`config.mk`:
```
export PLATFORM = sky130hd
export DESIGN_NAME = sevenseg_capture_flat
export DESIGN_NICKNAME = d
export VERILOG_FILES = /design/src/rtl/sevenseg_pkg.sv /design/src/rtl/sevenseg_capture_if.sv /design/src/rtl/seg_to_bcd.sv /design/src/rtl/sevenseg_capture.sv /design/src/flat_wrapper.sv
export SDC_FILE = /design/constraint.sdc
export NUM_CORES = 1
export LEC_CHECK = 0
export CAP_MARGIN = 0
export CORE_MARGIN = 1
export CORE_UTILIZATION = 50
export DETAILED_ROUTE_END_ITERATION = 16
export PLACE_DENSITY = 0.7
export SETUP_SLACK_MARGIN = 0.15
export SYNTH_ARGS = -nofsm -noshare
export SYNTH_HDL_FRONTEND = slang
export SYNTH_SLANG_ARGS = --single-unit
```
`constraint.sdc`:
```
create_clock -name clk -period 4.6 [get_ports clk]
set_input_delay 0.92 -clock clk [delete_from_list [all_inputs] [get_ports clk]]
set_output_delay 0.92 -clock clk [all_outputs]
set_load 0.02 [all_outputs]
```
`src/rtl/sevenseg_pkg.sv`:
```
// Shared constants and types for the seven-segment display path.
// Segment constants are active-low, bit order ABCDEFG (bit 6 = A, bit 0 = G),
// and are the same values the encoder side drives onto the display bus.
package sevenseg_pkg;

    localparam int DIGITS = 4;

    localparam logic [6:0] SEG_0     = 7'b0000001;
    localparam logic [6:0] SEG_1     = 7'b1001111;
    localparam logic [6:0] SEG_2     = 7'b0010010;
    localparam logic [6:0] SEG_3     = 7'b0000110;
    localparam logic [6:0] SEG_4     = 7'b1001100;
    localparam logic [6:0] SEG_5     = 7'b0100100;
    localparam logic [6:0] SEG_6     = 7'b0100000;
    localparam logic [6:0] SEG_7     = 7'b0001111;
    localparam logic [6:0] SEG_8     = 7'b0000000;
    localparam logic [6:0] SEG_9     = 7'b0001100;
    localparam logic [6:0] SEG_BLANK = 7'b1111111;

    typedef enum logic [1:0] {
        BLANK  = 2'd0,
        SETTLE = 2'd1,
        HELD   = 2'd2
    } capture_state_t;

endpackage

```
`src/rtl/sevenseg_capture_if.sv`:
```
// Display bus as seen by the capture block.
//   seg_n[6:0]   active-low segments ABCDEFG
//   an_n[3:0]    active-low digit anodes
//   value[15:0]  last completed frame, digit i in value[4i+3:4i]
//   frame_valid  one-cycle pulse when value/frame_err update
//   frame_err    last frame held an undecodable pattern
//   stale        one-cycle pulse when a partial frame times out
// master = display driver / bench side, slave = capture block.
interface sevenseg_capture_if;
    import sevenseg_pkg::*;

    logic [6:0]          seg_n;
    logic [DIGITS-1:0]   an_n;
    logic [4*DIGITS-1:0] value;
    logic                frame_valid;
    logic                frame_err;
    logic                stale;

    modport master (
        output seg_n, an_n,
        input  value, frame_valid, frame_err, stale
    );

    modport slave (
        input  seg_n, an_n,
        output value, frame_valid, frame_err, stale
    );

endinterface

```
`src/rtl/seg_to_bcd.sv`:
```
// Combinational seven-segment to BCD decoder.
//   seg_n[6:0]  active-low pattern ABCDEFG
//   bcd[3:0]    decoded digit, 4'hF when the pattern is not a digit
//   invalid     high for any pattern outside the 0..9 table (blank included)
module seg_to_bcd
    import sevenseg_pkg::*;
(
    input  logic [6:0] seg_n,
    output logic [3:0] bcd,
    output logic       invalid
);

    always_comb begin
        bcd     = 4'hF;
        invalid = 1'b0;
        case (seg_n)
            SEG_0:   bcd = 4'd0;
            SEG_1:   bcd = 4'd1;
            SEG_2:   bcd = 4'd2;
            SEG_3:   bcd = 4'd3;
            SEG_4:   bcd = 4'd4;
            SEG_5:   bcd = 4'd5;
            SEG_6:   bcd = 4'd6;
            SEG_7:   bcd = 4'd7;
            SEG_8:   bcd = 4'd8;
            SEG_9:   bcd = 4'd9;
            default: invalid = 1'b1;
        endcase
    end

endmodule

```
`src/rtl/sevenseg_capture.sv`:
```
// Reconstructs the BCD value shown on a multiplexed 4-digit display bus.
//   clk    system clock, rising edge
//   reset  synchronous active-high reset
//   bus    sevenseg_capture_if.slave: seg_n/an_n in, value/frame_valid/
//          frame_err/stale out
// A digit is committed once the same (digit, pattern) pair has been seen for
// STABLE_CYCLES consecutive cycles; a frame completes when all four digits
// have committed. A partial frame with no commit for TIMEOUT cycles is dropped.
//
//   state  | meaning
//   -------+-----------------------------------------------------------
//   BLANK  | no single anode active; waiting for a digit to appear
//   SETTLE | counting identical (digit, pattern) cycles toward a commit
//   HELD   | current dwell already committed; ignore until it changes
module sevenseg_capture
    import sevenseg_pkg::*;
#(
    parameter int STABLE_CYCLES = 4,
    parameter int TIMEOUT       = 1000000
) (
    input  logic               clk,
    input  logic               reset,
    sevenseg_capture_if.slave  bus
);

    localparam int              DIG_W     = $clog2(DIGITS);
    localparam int              TMR_W     = $clog2(TIMEOUT);
    localparam logic [TMR_W-1:0] TMR_LOAD = TMR_W'(TIMEOUT - 1);
    localparam logic [8:0]      STABLE_TH = 9'(STABLE_CYCLES);

    capture_state_t            state_q, state_d;
    logic [7:0]                cnt_q, cnt_d;
    logic [DIG_W-1:0]          prev_dig_q, prev_dig_d;
    logic [6:0]                prev_pat_q, prev_pat_d;
    logic [DIGITS-1:0][3:0]    digit_q, digit_d;
    logic [DIGITS-1:0]         seen_q, seen_d;
    logic [DIGITS-1:0]         bad_q, bad_d;
    logic [TMR_W-1:0]          tmr_q, tmr_d;
    logic [4*DIGITS-1:0]       value_q, value_d;
    logic                      frame_valid_q, frame_valid_d;
    logic                      frame_err_q, frame_err_d;
    logic                      stale_q, stale_d;

    logic [DIGITS-1:0]         an_act;
    logic                      qual;
    logic [DIG_W-1:0]          cur_dig;
    logic                      same;
    logic                      new_dwell;
    logic                      commit;
    logic [3:0]                dec_bcd;
    logic                      dec_inv;

    seg_to_bcd u_dec (
        .seg_n   (bus.seg_n),
        .bcd     (dec_bcd),
        .invalid (dec_inv)
    );

    // Anode qualification: exactly one active anode selects a digit.
    always_comb begin
        an_act  = ~bus.an_n;
        qual    = $onehot(an_act);
        cur_dig = '0;
        for (int i = 0; i < DIGITS; i++) begin
            if (an_act[i]) cur_dig = DIG_W'(i);
        end
        same       = (cur_dig == prev_dig_q) && (bus.seg_n == prev_pat_q);
        prev_dig_d = cur_dig;
        prev_pat_d = bus.seg_n;
    end

    always_comb begin
        state_d   = state_q;
        cnt_d     = cnt_q;
        commit    = 1'b0;
        new_dwell = 1'b0;
        case (state_q)
            BLANK: begin
                if (qual) new_dwell = 1'b1;
            end
            SETTLE: begin
                if (!qual) begin
                    state_d = BLANK;
                    cnt_d   = 8'd0;
                end else if (!same) begin
                    new_dwell = 1'b1;
                end else if ({1'b0, cnt_q} + 9'd1 >= STABLE_TH) begin
                    commit  = 1'b1;
                    state_d = HELD;
                end else begin
                    cnt_d = cnt_q + 8'd1;
                end
            end
            HELD: begin
                if (!qual) begin
                    state_d = BLANK;
                    cnt_d   = 8'd0;
                end else if (!same) begin
                    new_dwell = 1'b1;
                end
            end
            default: state_d = BLANK;
        endcase

        // The first cycle of a dwell already counts as one; with a threshold
        // of one it is also the committing cycle.
        if (new_dwell) begin
            cnt_d = 8'd1;
            if (STABLE_CYCLES == 1) begin
                commit  = 1'b1;
                state_d = HELD;
            end else begin
                state_d = SETTLE;
            end
        end
    end

    // Frame assembly and partial-frame timeout. The timer is a down-counter
    // reloaded on every commit; reaching zero with digits pending discards them.
    always_comb begin
        digit_d       = digit_q;
        seen_d        = seen_q;
        bad_d         = bad_q;
        tmr_d         = tmr_q;
        value_d       = value_q;
        frame_err_d   = frame_err_q;
        frame_valid_d = 1'b0;
        stale_d       = 1'b0;

        if (commit) begin
            digit_d[cur_dig] = dec_bcd;
            bad_d[cur_dig]   = dec_inv;
            seen_d[cur_dig]  = 1'b1;
            tmr_d            = TMR_LOAD;
            if (&seen_d) begin
                value_d       = digit_d;
                frame_err_d   = |bad_d;
                frame_valid_d = 1'b1;
                seen_d        = '0;
                bad_d         = '0;
            end
        end else if (seen_q != '0) begin
            if (tmr_q == '0) begin
                seen_d  = '0;
                bad_d   = '0;
                stale_d = 1'b1;
            end else begin
                tmr_d = tmr_q - 1'b1;
            end
        end
    end

    always_ff @(posedge clk) begin
        if (reset) begin
            state_q       <= BLANK;
            cnt_q         <= 8'd0;
            prev_dig_q    <= '0;
            prev_pat_q    <= '0;
            digit_q       <= '0;
            seen_q        <= '0;
            bad_q         <= '0;
            tmr_q         <= '0;
            value_q       <= '0;
            frame_valid_q <= 1'b0;
            frame_err_q   <= 1'b0;
            stale_q       <= 1'b0;
        end else begin
            state_q       <= state_d;
            cnt_q         <= cnt_d;
            prev_dig_q    <= prev_dig_d;
            prev_pat_q    <= prev_pat_d;
            digit_q       <= digit_d;
            seen_q        <= seen_d;
            bad_q         <= bad_d;
            tmr_q         <= tmr_d;
            value_q       <= value_d;
            frame_valid_q <= frame_valid_d;
            frame_err_q   <= frame_err_d;
            stale_q       <= stale_d;
        end
    end

    assign bus.value       = value_q;
    assign bus.frame_valid = frame_valid_q;
    assign bus.frame_err   = frame_err_q;
    assign bus.stale       = stale_q;

endmodule

```
`src/flat_wrapper.sv`:
```
// flat-port wrapper written by rule: the top's interface ports become plain ports
module sevenseg_capture_flat import sevenseg_pkg::*;
#(
    parameter int STABLE_CYCLES = 4,
    parameter int TIMEOUT       = 1000000
)
  (clk, reset, bus_seg_n, bus_an_n, bus_value, bus_frame_valid, bus_frame_err, bus_stale);
  sevenseg_capture_if bus_i ();
  input  logic clk;
  input  logic reset;
  input wire logic [$bits(bus_i.seg_n)-1:0] bus_seg_n;
  input wire logic [$bits(bus_i.an_n)-1:0] bus_an_n;
  output wire logic [$bits(bus_i.value)-1:0] bus_value;
  output wire logic [$bits(bus_i.frame_valid)-1:0] bus_frame_valid;
  output wire logic [$bits(bus_i.frame_err)-1:0] bus_frame_err;
  output wire logic [$bits(bus_i.stale)-1:0] bus_stale;
  assign bus_i.seg_n = bus_seg_n;
  assign bus_i.an_n = bus_an_n;
  assign bus_value = bus_i.value;
  assign bus_frame_valid = bus_i.frame_valid;
  assign bus_frame_err = bus_i.frame_err;
  assign bus_stale = bus_i.stale;
  sevenseg_capture #(.STABLE_CYCLES(STABLE_CYCLES), .TIMEOUT(TIMEOUT)) u_core (.clk(clk), .reset(reset), .bus(bus_i));
endmodule
```
* After elaboration in Yosys (flattened, before gate mapping)
Cells that the tools add are included.
Widths: inputs -> output; s select.
** Cells by class
- $add $sub $neg :: 6
- Magnitude comparators :: 3
- Equality and inequality tests :: 24
- Mux-type cells :: 42
- Bitwise logic cells :: 6
- Reduce and logical (&&, ||, !) cells :: 26
** Operators by type and width (number)
- $mux 20 :: 3
- $pmux 4 s10 :: 1
- $mux 8 :: 4
- $mux 4 :: 7
- $logic_not 20->1 :: 1
- $reduce_and 4->1 :: 5
- $sub 20x1->20 const B :: 1
- $bwmux 16 :: 1
- $pmux 8 s2 :: 1
- $eq 7x4->1 const B :: 2
- $eq 7x6->1 const B :: 2
- $eq 7x7->1 const B :: 2
- $mux 1 :: 14
- $mux 2 :: 6
- $ne 3x3->1 const B :: 4
- $ne 4x4->1 const B :: 3
- $reduce_or 10->1 :: 1
- $add 8x1->9 const B :: 1
- $ge 9x3->1 const B :: 1
- $add 8x1->8 const B :: 1
- $demux 4 s2 :: 1
- $reduce_or 2->1 :: 4
- $eq 7x1->1 const B :: 1
- $eq 7x3->1 const B :: 1
- 29 further kinds :: 39
** Storage, ports and cells
- Bits in registers :: 82
- Input bits :: 13
- Output and inout port bits :: 19
- Word-level logic and storage cells :: 125

* Depth between registers and ports, before layout
Gate-level depths: netlist of run 1.
- Depth in word-level cells :: 12
- Mapped depth :: 13
- Depth with buffers taken out :: 10

* Modules after synthesis
Synthesis of run 1 repeated with hierarchy kept, for this count alone.
** Second synthesis, totals
- Cell total of the unflattened synthesis :: 462
- Area, all modules :: 4272.8 µm²
** Modules (own cells, without submodules)
- sevenseg_capture :: instances 1, cells an instance 426, area each 4027.6 µm², sequential area each 1641.6 µm²
- seg_to_bcd :: instances 1, cells an instance 36, area each 245.2 µm², sequential area each 0.0 µm²

* Worst setup path after synthesis of run 1
Ideal clock, no wire load.
- Path type :: input -> register
- From :: in bus_an_n[3]
- To :: reg u_core.value_q[10], in the netlist u_core.bus.value[10]
- Library setup time :: 70 ps
- Arrival :: 3574 ps
- Data required time :: 4530 ps
- Slack :: 956 ps
- Stages on the path :: 12
- Path buffers :: 3
- Path through :: buf_4 inv_2 ha_1 ha_1 fa_1 nor3b_1 and2_1 buf_2 o2111ai_4 buf_6 a211o_1 a21oi_2
** On the way
- Cells in the longest elaborated chain, start to end :: 8
- Elaborated cells between the ends (all ways) :: 20
- Classes of those cells :: add/sub (2); order compare (2); eq/ne (2); mux (9); bitwise (2); reduce/logical (3)
** Ends and longest elaborated chain
- start: declaration :: RTL line flat_wrapper.sv:12 : input wire logic [$bits(bus_i.an_n)-1:0] bus_an_n;
- $not 4->4 (*) :: RTL line sevenseg_capture.sv:61 : an_act = ~bus.an_n;
- branches (longest 7 deep; another with $add 3x3->3)
- end signal: assignment :: RTL line sevenseg_capture.sv:176 : value_q <= value_d;
- end: declaration :: RTL line sevenseg_capture.sv:39 : logic [4*DIGITS-1:0] value_q, value_d;
Every way passes the cells marked *.
A chain may end at the register's enable or synchronous reset.

* Worst setup path in the final report of run 1
- From :: in bus_an_n[2]
- To :: reg u_core.cnt_q[4]
** On the way
- Cells in the longest elaborated chain, start to end :: 9
- Elaborated cells between the ends (all ways) :: 19
- Classes of those cells :: add/sub (2); eq/ne (5); mux (8); bitwise (1); reduce/logical (3)
** Ends and longest elaborated chain
- $not 4->4 (*) :: RTL line sevenseg_capture.sv:61
- branches (longest 8 deep; another with $add 3x3->3)
- end signal: assignment :: RTL line sevenseg_capture.sv:169 : cnt_q <= cnt_d;
- end: declaration :: RTL line sevenseg_capture.sv:32 : logic [7:0] cnt_q, cnt_d;
Marked as above.

==> results.cfg, run 1 <==
[outcome]
status = complete, no violations

[sta]
relSlewSlack_pct = 32.3
fin_crit_sh_pct = 81.3
fin_tns_setup_ns = 0
worst_pin_slew_ns = 1.00
setup_ws_ns = 0.862
finalMaxSlewViolations = 0
setup_viol = 0
hold_violations = 0
period_minus_slack_ns = 3.74
rsz0062_at_grt = false
fmax_mhz = 268
skew_ns = 0.0159

[critical_path]
worstPathArrival_ns = 4.02
r2r_start = u_core.cnt_q[0]
r2r-end = u_core.bus.value[6]
path_cells = clkdlybuf4s50_1 > inv_1 > ha_1 > ha_1 > fa_1 > nor3b_1 > buf_4 > and2_1 > buf_4 > o21a_1 > or4_1 > a21oi_1
critPathMaxFanout = 13
worstRegToRegCells = 7
critPathTopFamily = adder cells
crit_path_end_kind = flip-flop
reg2reg_setup_slack_ns = 1.46
worstSetupPathType = in2reg
critPathBufInv = 4
crit_path_max_incr_delay_ns = 0.56
crit_path_top_delay_cell = or4_1
critical_path_required_ns = 4.88
crit_path_start_kind = input pin

[floorplanning]
fp-row-count = 34
ios = 32
die_h_um = 97.3
die_area_um2 = 9470
start_util_pct = 51.8
die_w_um = 97.3
core_um2 = 8760

[pwr]
p_total_w = 0.00151
power_density_nw_per_um2 = 294
p_int_w = 0.00111
pwr-share-clk_pct = 40.5
p_sw_w = 0.000405
switching_share_pct = 26.7
p_comb_share_pct = 11.4
power.leakage_nw = 1.84
max-vdd-ir-drop_uv = 211
p_seq_share_pct = 48.1

[global_routing]
grt-ovfl-total = 0
grt_pass1_vias = 3566
grt_max_degree = 39
grt_pass1_wl_um = 17100
grt_usage_pct = 21.9
antenna_found_initial = 0

[place]
io_buffers = 31
dp.cells = 641
gp_congestion = 0.792
dpl_worst_slack_ns = 0.503
detailed_place_hpwl_um = 7030

[detailed_routing]
vias_per_cell = 5.84
num_vias = 3839
ant_nets = 0
totalWireLength_um = 9920
wl_per_cell_um = 15.1
detail_route.iter0.violations = 220
drt_pass1_iterations = 6
drc_errors = 0

[logic_synthesis]
async_flop_share_pct = 0
ys.flop_type = dfxtp_1
yosys_register_bits = 82
synth_cell_types = 71
syn-num-nets = 548
synth_edf_count = 0
synth_area_per_cell_um2 = 8.70
synth_seq_area_share_pct = 36.1
synth_area_um2 = 4540
yosys_warnings = 0
syn_inst = 522

[clock_network]
clockBufferDepth = 2
hold_buffers = 0
root_buffer = clkbuf_8
h-tree-depth = 3
clkTransAtPathRegs_ns = 0.09
clk_latency_ns = 0.36
cts.sinks = 82
post_cts_buffers = 0
cts_tree = done
cts-buffers-inserted = 9
cts.repair.resized = 0

[final_layout]
areaGrowthSynthToFinish_pct = 13.2
layoutNonFillerInstCount = 657
final_nets = 570
drive_above_1_share_pct = 10.6
antenna_cells = 0

[hold_path]
worstHoldPathCells = 2
hold_path_startpoint = u_core.bus.value[0]
hold_path.class = reg2reg
hold_end = u_core.bus.value[0]

[flow_run]
drv_cap = 0
## per-stage QoR
stage / hold slack [ns] / utilization, % / area (um2)
2_1_floorplan: 0.432 / - / 4540
3_3_place_gp: 0.439 / 56.0 / 4910
3_5_place_dp: 0.446 / 56.0 / 4910
4_1_cts: 0.459 / 58.7 / 5140
5_1_grt: 0.481 / 58.7 / 5140
6_report: 0.457 / 58.7 / 5140
## worst min-delay path, delay by kind of cell, from the launching register on
kind               cells  cell delay [ns]
AOI/OAI and AO/OA      1             0.05
DFF                    1             0.32
and+or+nand+nor        1             0.05
## cell usage after synthesis (all sizes together), types with 2 or more instances
cell      n  share of area [%]
o211ai    2               0.74
or4       5               0.91
a21o      2               0.33
o22a      2               0.39
or3      11                1.6
buf      14                2.0
nand4b    3               0.58
a21oi    47                6.0
dfxtp    82                 36
xnor2    20                3.9
nor2     61                5.0
nor3b     4               0.66
and3      3               0.41
mux2i    14                3.1
inv      17                1.4
o21a      8                1.3
xor2      8                1.5
o2111ai   6                3.5
nand4     5               0.69
o21ai    16                1.8
nor4     14                2.1
o31a      4               0.77
a211o    19                3.7
a211oi    6                1.4
a31oi     3               0.41
nor3     16                1.8
ha       12                3.3
o221ai    4               0.77
nor2b     5               0.69
clkbuf   14                1.2
nand2b    4               0.55
o22ai     3               0.41
or2       7               0.96
o31ai     2               0.33
nand3    10                1.2
nand2    47                4.0
and2      2               0.28
a21boi    2               0.33
## power by group through the flow
| stage | clock [W] | combinational, W | sequential [W] |
|---|---|---|---|
| floorplan | 0 | 0.000123 | 0.000743 |
| global placement | 0 | 0.000169 | 0.000744 |
| detailed placement | 0 | 0.000171 | 0.000745 |
| CTS | 0.000627 | 0.000172 | 0.000728 |
| global route | 0.000656 | 0.000194 | 0.000731 |
| finish | 0.000613 | 0.000173 | 0.000728 |
## cell usage in the layout (no fill, tap or decap), drive strengths merged, types with 11 or more instances in the layout
cell type      netlist  routed
dfxtp               82      82
nor2                61      61
nand2               47      47
a21oi               47      47
clkdlybuf4s50        0      30
xnor2               20      20
a211o               19      19
inv                 17      19
o21ai               16      16
nor3                16      16
mux2i               14      14
nor4                14      14
ha                  12      12
or3                 11      11
## registers in the layout, indices dropped and copies added, names as in the netlist
signal	count
u_core.bad_q	4
u_core.bus.frame_err	1
u_core.bus.frame_valid	1
u_core.bus.stale	1
u_core.bus.value	16
u_core.cnt_q	8
u_core.digit_q	16
u_core.prev_dig_q	2
u_core.prev_pat_q	7
u_core.seen_q	4
u_core.state_q	2
u_core.tmr_q	20
## final cells by class
cell class,instances,area [um2]
Fill cell,827,3620
Multi-Input combinational cell,395,2700
Sequential cell,82,1640
Timing Repair Buffer,39,365
Clock buffer,10,138
Tap cell,108,135
Clock inverter,6,96.3
Inverter,17,63.8
## metal layers
layer	up-vias	wire length, um	track usage, %
met1	1822	4870	30.3
met3	15	335	3.74
met5	-	0	0
li1	1924	-	-
met4	0	179	6.00
met2	78	4540	35.2
## cells by family (layout without fill, tap and decap cells)
group,Yosys count,in the layout,synth area share [%]
simple gates,203,203,22.7
compound gates,137,137,24.5
xor+xnor,28,28,5.40
buf+inv,45,72,4.52
mux,14,14,3.08
flops,82,82,36.1
fa+ha+maj,13,13,3.75
## worst max path at each step
stage          cells after the start         from                    to  slack, ns
2_1_floorplan                     12  bus_an_n[3]  u_core.bus.value[10]       0.96
3_3_place_gp                      12  bus_an_n[2]       u_core.cnt_q[2]       0.54
3_5_place_dp                      11  bus_an_n[2]   u_core.bus.value[6]       0.50
4_1_cts                           12  bus_an_n[2]       u_core.cnt_q[4]       0.86
5_1_grt                           11  bus_an_n[2]   u_core.bus.value[1]       0.63
6_report                          12  bus_an_n[2]       u_core.cnt_q[4]       0.86
Note: power is estimated with default switching activity, not from simulation.
==> inputs of run 2 (changes only) <==
Settings changed: PLACE_DENSITY 0.7 to 0.72.
Clock period 4.6 ns to 3.4 ns, I/O delays scaled along.
==> results.cfg, run 2 (synthesized netlist as in run 1, its figures left out) <==
[sta]
skew_ns = 0.0149
period_minus_slack_ns = 3.19
worst_pin_slew_ns = 0.698
finalMaxSlewViolations = 0
fin_crit_sh_pct = 93.9
setup_viol = 0
relSlewSlack_pct = 53.0
hold_violations = 0
fin_tns_setup_ns = 0
fmax_mhz = 313
rsz0062_at_grt = false
holdWs_ns = 0.459

[critical_path]
worstPathArrival_ns = 3.48
critPathMaxFanout = 13
critical_path_required_ns = 3.69
path_cells = clkdlybuf4s50_1 > inv_1 > ha_1 > ha_2 > fa_1 > nor3b_2 > buf_4 > o21ai_2 > o21ai_0 > buf_4 > or4_1 > a21oi_2
crit_path_top_delay_cell = fa_1
crit_path_max_incr_delay_ns = 0.54
crit_top_cell = buf_4
worstSetupPathType = in2reg
crit_path_end_kind = flip-flop
crit_path_start_kind = input pin

[clock_network]
root_buffer = clkbuf_8
cts_tree = done
clk_latency_ns = 0.36
hold_buffers = 0
clkTransAtPathRegs_ns = 0.10
clockBufferDepth = 2
h-tree-depth = 3
cts.sinks = 82
cts-buffers-inserted = 9

[floorplanning]
die_w_um = 97.3
die_h_um = 97.3
core_um2 = 8760
start_util_pct = 51.8
fp-row-count = 34
die_area_um2 = 9470
ios = 32

[detailed_routing]
ant_nets = 0
num_vias = 3999
drc_errors = 0
totalWireLength_um = 10100
detail_route.iter0.violations = 173
wl_per_cell_um = 14.7
drt_pass1_iterations = 4
vias_per_cell = 5.79

[final_layout]
postLayoutCellArea_um2 = 5410
mostFrequentLayoutCells = dfxtp_1 (82), nor2_1 (57), nand2_1 (46)
fillerInstances = 760
largest_reg_flops = 20
final_nets = 604
layout_commonest_cell = dfxtp_1
top_register = u_core.tmr_q
antenna_cells = 0
regArea_um2 = 1640
multiInputGateArea_um2 = 2740
drive_above_1_share_pct = 17.7
areaGrowthSynthToFinish_pct = 19.1

[pwr]
power_density_nw_per_um2 = 353
power.leakage_nw = 2.00
max-vdd-ir-drop_uv = 214

[global_routing]
grt_usage_pct = 22.0
grt_pass1_wl_um = 17500
grt-ovfl-total = 0
antenna_found_initial = 0
grt_pass1_vias = 3769
grt_max_degree = 35

[place]
detailed_place_hpwl_um = 7270
dpl-instance-area_um2 = 5190
gp_congestion = 0.862
io_buffers = 31

[flow_run]
drv_cap = 0

[hold_path]
hold_path.class = reg2reg

[outcome]
status = complete, no violations
[run 2: cell types whose count changed in the layout (fill, tap and decap cells not counted), moves of 2 or more]
cell,before,now
nor2_2,0,4
buf_12,0,2
a21oi_2,10,12
bufinv_16,2,0
buf_4,8,39
a21oi_1,37,35
nor2_1,61,57
[run 2: cell type report]
| cell class | instances | area share (%) |
|---|---|---|
| Tap cell | 108 | 2.50 |
| Timing Repair Buffer | 73 | 12.0 |
| Inverter | 17 | 1.18 |
| Sequential cell | 82 | 30.3 |
| Clock inverter | 6 | 0.902 |
| Clock buffer | 10 | 2.36 |
| Multi-Input combinational cell | 395 | 50.7 |
[run 2: worst max-delay path: cells and delay by family]
kind            cells  cell delay, ns
simple gates        2            0.57
compound gates      3            0.36
fa+ha+maj           3            1.00
buf+inv             4            0.87
[run 2: metrics by stage]
| stage | util (%) | instances | worst slack [ns] | power [W] |
|---|---|---|---|---|
| floorplan | - | 522 | 0.196 | 0.00117 |
| global placement | 59.3 | 675 | -0.0978 | 0.00126 |
| detailed placement | 59.3 | 675 | -0.194 | 0.00127 |
| CTS | 61.3 | 691 | 0.169 | 0.00192 |
| global route | 61.8 | 691 | 0.132 | 0.00199 |
| finish | 61.8 | 691 | 0.208 | 0.00191 |
[run 2: path summary, 6_finish.rpt]
check	from	endpoint	slack, ns	cells past startpoint
max reg2reg	u_core.cnt_q[0]	u_core.cnt_q[4]	0.60	6
min	u_core.bus.value[3]	u_core.bus.value[3]	0.46	2
max	bus_an_n[1]	u_core.cnt_q[4]	0.21	12
min reg2reg	u_core.bus.value[3]	u_core.bus.value[3]	0.46	2
[run 2: repair_timing]
action,in CTS,in global routing
resized for setup,0,15
setup endpoints to repair,0,40
setup buffers,0,0
hold endpoints to repair,0,0
[run 2: layer usage]
metal  routed length [um]  track usage [%]
met1                 4880             29.8
met2                 4770             36.0
met3                  361             4.39
met4                  109             5.88
met5                    0                0
[run 2: report_power, final]
group	total (W)	internal [W]	switching (W)	leakage [nW]
logic	0.000270	0.000112	0.000158	1.25
registers	0.000986	0.000972	0.0000135	0.663
clock network	0.000657	0.000275	0.000382	0.0852
total	0.00191	0.00136	0.000554	2.00
